### src/rtl/mem_access_unit.sv
// Load/store unit: picks the highest-index ready memory instruction slot, computes
// its address, runs one memory handshake and writes back a stamp and any load result.
module mem_access_unit #(
  parameter int unsigned SLOTS   = 8,
  parameter int unsigned TIMEOUT = 16
) (
  input  logic                 clk,
  input  logic                 rst,
  input  logic [3*SLOTS-1:0]   reg_start_flat,
  input  logic [88*SLOTS-1:0]  reg_out_flat,
  output logic [3*SLOTS-1:0]   stamp_flat,
  output logic [SLOTS-1:0]     stamp_in,
  output logic [4:0]           reg_search_out10,
  input  logic [31:0]          reg_out10,
  output logic [4:0]           reg_search_out11,
  input  logic [31:0]          reg_out11,
  output logic [4:0]           reg_search_in10,
  output logic [31:0]          reg_in10,
  output logic                 reg_in10_start,
  output logic [31:0]          addr_b,
  output logic [3:0]           addr_b_start,
  output logic [31:0]          addr_b_write,
  input  logic [31:0]          addr_b_read,
  output logic                 mem_req,
  input  logic                 mem_ready,
  output logic                 busy,
  output logic                 fault
);

  localparam int unsigned IDX_W = (SLOTS > 1) ? $clog2(SLOTS) : 1;
  localparam int unsigned CNT_W = $clog2(TIMEOUT + 1);

  localparam logic [5:0] OP_LW = 6'b001010;
  localparam logic [5:0] OP_SW = 6'b001011;
  localparam logic [5:0] OP_LB = 6'b001100;
  localparam logic [5:0] OP_SB = 6'b001101;

  typedef enum logic [1:0] {S_IDLE, S_ADDR, S_MEM, S_WB} state_e;

  state_e             state_q, state_d;
  logic [IDX_W-1:0]   idx_q, idx_d;
  logic [5:0]         op_q, op_d;
  logic [4:0]         rs_q, rs_d, rt_q, rt_d;
  logic [15:0]        off_q, off_d;
  logic [31:0]        ea_q, ea_d, rtv_q, rtv_d;
  logic [CNT_W-1:0]   cnt_q, cnt_d;
  logic               mask_q, mask_d;
  logic               flt_d;

  logic [3*SLOTS-1:0] stamp_flat_q, stamp_flat_d;
  logic [SLOTS-1:0]   stamp_in_q, stamp_in_d;
  logic [4:0]         rs_out_q, rs_out_d, rt_out_q, rt_out_d, wr_addr_q, wr_addr_d;
  logic [31:0]        wr_data_q, wr_data_d, addr_q, addr_d, wdata_q, wdata_d;
  logic               wr_en_q, wr_en_d, req_q, req_d, busy_q, busy_d, fault_q, fault_d;
  logic [3:0]         strb_q, strb_d;

  logic               sel_valid;
  logic [IDX_W-1:0]   sel_idx;
  logic [5:0]         sel_op;
  logic [4:0]         sel_rs, sel_rt;
  logic [15:0]        sel_off;
  logic [87:0]        slot_instr;
  logic               unused_fields;
  logic [7:0]         ld_byte;

  function automatic logic op_supported(input logic [5:0] op);
    return (op == OP_LW) || (op == OP_SW) || (op == OP_LB) || (op == OP_SB);
  endfunction

  // Slot scan: later (higher) eligible slots overwrite earlier ones
  always_comb begin
    sel_valid     = 1'b0;
    sel_idx       = '0;
    sel_op        = '0;
    sel_rs        = '0;
    sel_rt        = '0;
    sel_off       = '0;
    slot_instr    = '0;
    unused_fields = 1'b0;
    for (int i = 0; i < int'(SLOTS); i++) begin
      slot_instr    = reg_out_flat[88*i +: 88];
      unused_fields = unused_fields ^ (^{slot_instr[71:67], slot_instr[50:0]});
      if (reg_start_flat[3*i +: 3] == 3'b010 && op_supported(slot_instr[87:82]) &&
          !(mask_q && idx_q == IDX_W'(i))) begin
        sel_valid = 1'b1;
        sel_idx   = IDX_W'(i);
        sel_op    = slot_instr[87:82];
        sel_rs    = slot_instr[81:77];
        sel_rt    = slot_instr[76:72];
        sel_off   = slot_instr[66:51];
      end
    end
  end

  always_comb begin
    case (ea_q[1:0])
      2'd0:    ld_byte = addr_b_read[7:0];
      2'd1:    ld_byte = addr_b_read[15:8];
      2'd2:    ld_byte = addr_b_read[23:16];
      default: ld_byte = addr_b_read[31:24];
    endcase
  end

  // Next state, latches and next values of every registered output
  always_comb begin
    state_d      = state_q;
    idx_d        = idx_q;
    op_d         = op_q;
    rs_d         = rs_q;
    rt_d         = rt_q;
    off_d        = off_q;
    ea_d         = ea_q;
    rtv_d        = rtv_q;
    cnt_d        = '0;
    mask_d       = 1'b0;
    flt_d        = 1'b0;
    stamp_flat_d = '0;
    stamp_in_d   = '0;
    rs_out_d     = '0;
    rt_out_d     = '0;
    wr_addr_d    = '0;
    wr_data_d    = '0;
    wr_en_d      = 1'b0;
    addr_d       = '0;
    strb_d       = '0;
    wdata_d      = '0;
    req_d        = 1'b0;
    fault_d      = 1'b0;

    case (state_q)
      S_IDLE: begin
        if (sel_valid) begin
          state_d = S_ADDR;
          idx_d   = sel_idx;
          op_d    = sel_op;
          rs_d    = sel_rs;
          rt_d    = sel_rt;
          off_d   = sel_off;
        end
      end
      S_ADDR: begin
        ea_d  = reg_out10 + {{16{off_q[15]}}, off_q};
        rtv_d = reg_out11;
        if ((op_q == OP_LW || op_q == OP_SW) && ea_d[1:0] != 2'b00) begin
          state_d = S_WB;
          flt_d   = 1'b1;
        end else begin
          state_d = S_MEM;
        end
      end
      S_MEM: begin
        if (mem_ready) begin
          state_d = S_WB;
        end else if (cnt_q == CNT_W'(TIMEOUT - 1)) begin
          state_d = S_WB;
          flt_d   = 1'b1;
        end else begin
          cnt_d = cnt_q + CNT_W'(1);
        end
      end
      S_WB: begin
        state_d = S_IDLE;
        mask_d  = 1'b1;
      end
      default: state_d = S_IDLE;
    endcase

    busy_d = (state_d != S_IDLE);

    if (state_d == S_ADDR) begin
      rs_out_d = rs_d;
      rt_out_d = rt_d;
    end

    // Memory-side outputs stay constant for the whole MEM phase
    if (state_d == S_MEM) begin
      req_d  = 1'b1;
      addr_d = ea_d;
      if (op_q == OP_SW) begin
        strb_d  = 4'b1111;
        wdata_d = rtv_d;
      end else if (op_q == OP_SB) begin
        strb_d  = 4'b0001 << ea_d[1:0];
        wdata_d = {4{rtv_d[7:0]}};
      end
    end

    if (state_d == S_WB) begin
      stamp_in_d[idx_q]                  = 1'b1;
      stamp_flat_d[3*32'(idx_q) +: 3]    = flt_d ? 3'b111 : 3'b011;
      fault_d                            = flt_d;
      if (!flt_d && (op_q == OP_LW || op_q == OP_LB) && rt_q != 5'd0) begin
        wr_en_d   = 1'b1;
        wr_addr_d = rt_q;
        wr_data_d = (op_q == OP_LB) ? {{24{ld_byte[7]}}, ld_byte} : addr_b_read;
      end
    end
  end

  always_ff @(posedge clk) begin
    if (rst) begin
      state_q      <= S_IDLE;
      idx_q        <= '0;
      op_q         <= '0;
      rs_q         <= '0;
      rt_q         <= '0;
      off_q        <= '0;
      ea_q         <= '0;
      rtv_q        <= '0;
      cnt_q        <= '0;
      mask_q       <= 1'b0;
      stamp_flat_q <= '0;
      stamp_in_q   <= '0;
      rs_out_q     <= '0;
      rt_out_q     <= '0;
      wr_addr_q    <= '0;
      wr_data_q    <= '0;
      wr_en_q      <= 1'b0;
      addr_q       <= '0;
      strb_q       <= '0;
      wdata_q      <= '0;
      req_q        <= 1'b0;
      busy_q       <= 1'b0;
      fault_q      <= 1'b0;
    end else begin
      state_q      <= state_d;
      idx_q        <= idx_d;
      op_q         <= op_d;
      rs_q         <= rs_d;
      rt_q         <= rt_d;
      off_q        <= off_d;
      ea_q         <= ea_d;
      rtv_q        <= rtv_d;
      cnt_q        <= cnt_d;
      mask_q       <= mask_d;
      stamp_flat_q <= stamp_flat_d;
      stamp_in_q   <= stamp_in_d;
      rs_out_q     <= rs_out_d;
      rt_out_q     <= rt_out_d;
      wr_addr_q    <= wr_addr_d;
      wr_data_q    <= wr_data_d;
      wr_en_q      <= wr_en_d;
      addr_q       <= addr_d;
      strb_q       <= strb_d;
      wdata_q      <= wdata_d;
      req_q        <= req_d;
      busy_q       <= busy_d;
      fault_q      <= fault_d;
    end
  end

  assign stamp_flat       = stamp_flat_q;
  assign stamp_in         = stamp_in_q;
  assign reg_search_out10 = rs_out_q;
  assign reg_search_out11 = rt_out_q;
  assign reg_search_in10  = wr_addr_q;
  assign reg_in10         = wr_data_q;
  assign reg_in10_start   = wr_en_q;
  assign addr_b           = addr_q;
  assign addr_b_start     = strb_q;
  assign addr_b_write     = wdata_q;
  assign mem_req          = req_q;
  assign busy             = busy_q;
  assign fault            = fault_q;

endmodule

### config.mk
export PLATFORM = sky130hd
export DESIGN_NAME = mem_access_unit
export DESIGN_NICKNAME = d
export VERILOG_FILES = /design/src/rtl/mem_access_unit.sv
export SDC_FILE = /design/constraint.sdc
export NUM_CORES = 1
export LEC_CHECK = 0
export CAP_MARGIN = 20
export CORE_AREA = 2 2 380 382
export DETAILED_ROUTE_END_ITERATION = 6
export DIE_AREA = 0 0 382 384
export PLACE_DENSITY = 0.37
export SLEW_MARGIN = 20
export SYNTH_ARGS = -nofsm -noshare
export SYNTH_HDL_FRONTEND = slang
export SYNTH_SLANG_ARGS = --single-unit
### constraint.sdc
create_clock -name clk -period 4.89 [get_ports clk]
set_input_delay 0.978 -clock clk [delete_from_list [all_inputs] [get_ports clk]]
set_output_delay 0.978 -clock clk [all_outputs]
set_load 0.02 [all_outputs]
==> results.cfg <==
[worst_setup_path]
regToRegSetupSlack_ps = 890
end_kind = flop
critPathRequiredTime_ps = 5380
critPathLaunchType = primary input
worst_ep_arrival_time_ps = 4570
crit_type = primary input to flop
crit_fanout = 13

[yosys]
async_flop_share_pct = 0
synth_ff_type = dfxtp_1
synth_area_per_cell_um2 = 8.95
synth.net_count = 2254
synth_seq_cells = 250
synthCells = 1381
seq_area_frac_synth_pct = 40.5
ys_types = 80
syn-cell-area_mm2 = 0.0124
synth_top_cell_area_share_pct = 40.5
synth-edff-count = 0
synthTopCellsByArea = dfxtp_1 (41%), nor2_1 (5.5%), ha_1 (4.6%)
yosys.area.top_type = dfxtp_1
synth_commonest_cells = dfxtp_1 (250), nor2_1 (181), clkbuf_1 (77)
yosysMostFrequentCell = dfxtp_1
yosysWarnings = 0

[pwr]
seq_power_share_pct = 34.9
ir_drop_v = 0.000198
p_comb_share_pct = 24.3
p_leak_nw = 7.41
swShare_pct = 31.5
intPower_mw = 4.51
clock_power_share_pct = 40.8
p_total_mw = 6.58
p_per_area_mw_per_mm2 = 306
p_sw_mw = 2.07

[sta]
fin_setup_tns_ps = 0
finalCritPeriodShare_pct = 83.4
final_hold_viol_count = 0
report.final.slew_viol_count = 0
min_period_ps = 4080
tightest_slew_ps = 807
rsz0062_at_grt = false
fmax_mhz = 245
relSlewSlack_pct = 46.1
setup_viol = 0
finClkSkew_ps = 32.1

[clocking]
ctsResizeCount = 0
path_clk_slew_ps = 60
cts-buffers-inserted = 36
clockBufferDepth = 3
tritoncts = built
post_cts_buffers = 0
cts_root_buffer = clkbuf_16
hold_buffers = 0
clock_latency_ps = 580
cts_max_level = 2
clock_sinks = 250

[detailed_routing]
drtPass1Iterations = 5
first_iter_violations = 665
drt_drc_violations_left = 0
vias = 12900
via_per_inst = 3.33
wire_per_inst_um = 20.6
ant_nets = 0
routed_wl_mm = 79.6

[die]
rows = 139
boundaryPins = 978
start_util_pct = 8.65
die_h_um = 384
die-area_mm2 = 0.147
core_region_area_mm2 = 0.143
die_x_um = 382

[global_route]
gr-usage-all-layers_pct = 10.5
grt_pass1_vias = 13300
antenna_found_initial = 33
grt_remaining_overflow = 0
grt_pass1_wl_mm = 107
grt_max_degree = 62

[min_path]
hold_class = flop to flop

[outcome]
status = finished, final reports clean

[finish]
drive_gt1_share_pct = 10.8
multi_input_area_mm2 = 0.00684
syn2layout_area_growth_pct = 74.2
fin_nets = 2800
layout.cells.non_filler = 3861
num-fill-cells = 16200
seq_area_mm2 = 0.00500

[placed_design]
port_buffers = 529
place_congestion = 0.786
dp_hpwl_mm = 66.2
dp_cells = 3791

[job]
max-cap-violations = 0
-- metal layers --
metal	vias up	part of all wire [%]	track usage (%)
met3	89	8.5	3.58
met4	14	1.8	2.19
li1	6170	-	-
met1	6028	44	13.5
met2	574	45	17.1
met5	-	0.12	0
-- placed cells by master (no fill, tap or decap), drive strengths merged, types with 24 or more instances in the layout --
master         instances
o31ai                 24
nand2                 72
o21ai                 46
inv                   33
ha                    45
a221oi                48
nor2                 182
a22oi                 36
o21a                  29
clkdlybuf4s50        528
clkbuf                45
nand2b                44
mux2i                 46
nor2b                 26
and2                  26
buf                   81
a21oi                 67
dfxtp                250
-- critical path: stages --
cell and delay [ps]:
clkdlybuf4s50_1 390, or4b_1 580, or4b_1 560, nor4_2 720, buf_4 340, a221oi_1 180, buf_4 190, o21ai_0 70
buf_4 200, a221oi_1 90, o31ai_1 250
-- stage by stage --
stage                     hold slack (ps)  worst slack [ps]  cell area (µm²)  util (%)
after floorplan                       418              1370            12400         -
final                                 447               811            21500      15.1
after detailed placement              441               212            20300      14.2
after global routing                  479               729            21500      15.1
after CTS                             452               868            21500      15.1
after global placement                438               217            20300      14.2
-- cell families after synthesis --
family / synth area share [%]
AO/OA/AOI/OAI: 24.8
flip-flops: 40.5
XOR/XNOR: 1.84
buffers and inverters: 4.53
multiplexers: 4.64
AND/OR/NAND/NOR: 18.9
adder cells (fa/ha/maj): 4.72
-- power groups by stage --
stage	Sequential [mW]	Clock (mW)	Combinational, mW
floorplan	2.36	0	0.741
global placement	2.35	0	1.64
detailed placement	2.35	0	1.64
CTS	2.31	2.85	1.65
global route	2.32	2.92	1.75
finish	2.30	2.68	1.60
-- registers in the layout, indices dropped and copies added, names as in the netlist, 4 cells and up --
name,count
off_q,16
rs_q,5
stamp_in,8
stamp_flat,16
rt_q,5
reg_in10,32
addr_b_start,4
cnt_q,5
addr_b,32
reg_search_in10,5
reg_search_out11,5
op_q,6
reg_search_out10,5
addr_b_write,32
rtv_q,32
ea_q,32
-- path summary, 6_finish.rpt --
kind                            depth (start not counted)             startpoint                      to
worst max register to register                         13  idx_q[1]$_SDFFE_PP0P_  off_q[13]$_SDFFE_PP0P_
worst max-delay path                                   11      reg_start_flat[2]  off_q[13]$_SDFFE_PP0P_
worst min register to register                          1    cnt_q[0]$_SDFF_PP0_     cnt_q[0]$_SDFF_PP0_
worst min-delay path                                    1    cnt_q[0]$_SDFF_PP0_     cnt_q[0]$_SDFF_PP0_
-- area by class of cell --
| cell class | count | share of cell area [%] |
|---|---|---|
| antenna | 5 | 0.0581 |
| clock buffer | 44 | 4.61 |
| clock inverter | 20 | 0.866 |
| inverter | 30 | 0.523 |
| multi-input combinational | 999 | 31.8 |
| sequential | 250 | 23.3 |
| tap | 1903 | 11.1 |
| timing repair buffer | 610 | 27.8 |
(Power assumes the default switching activity.)
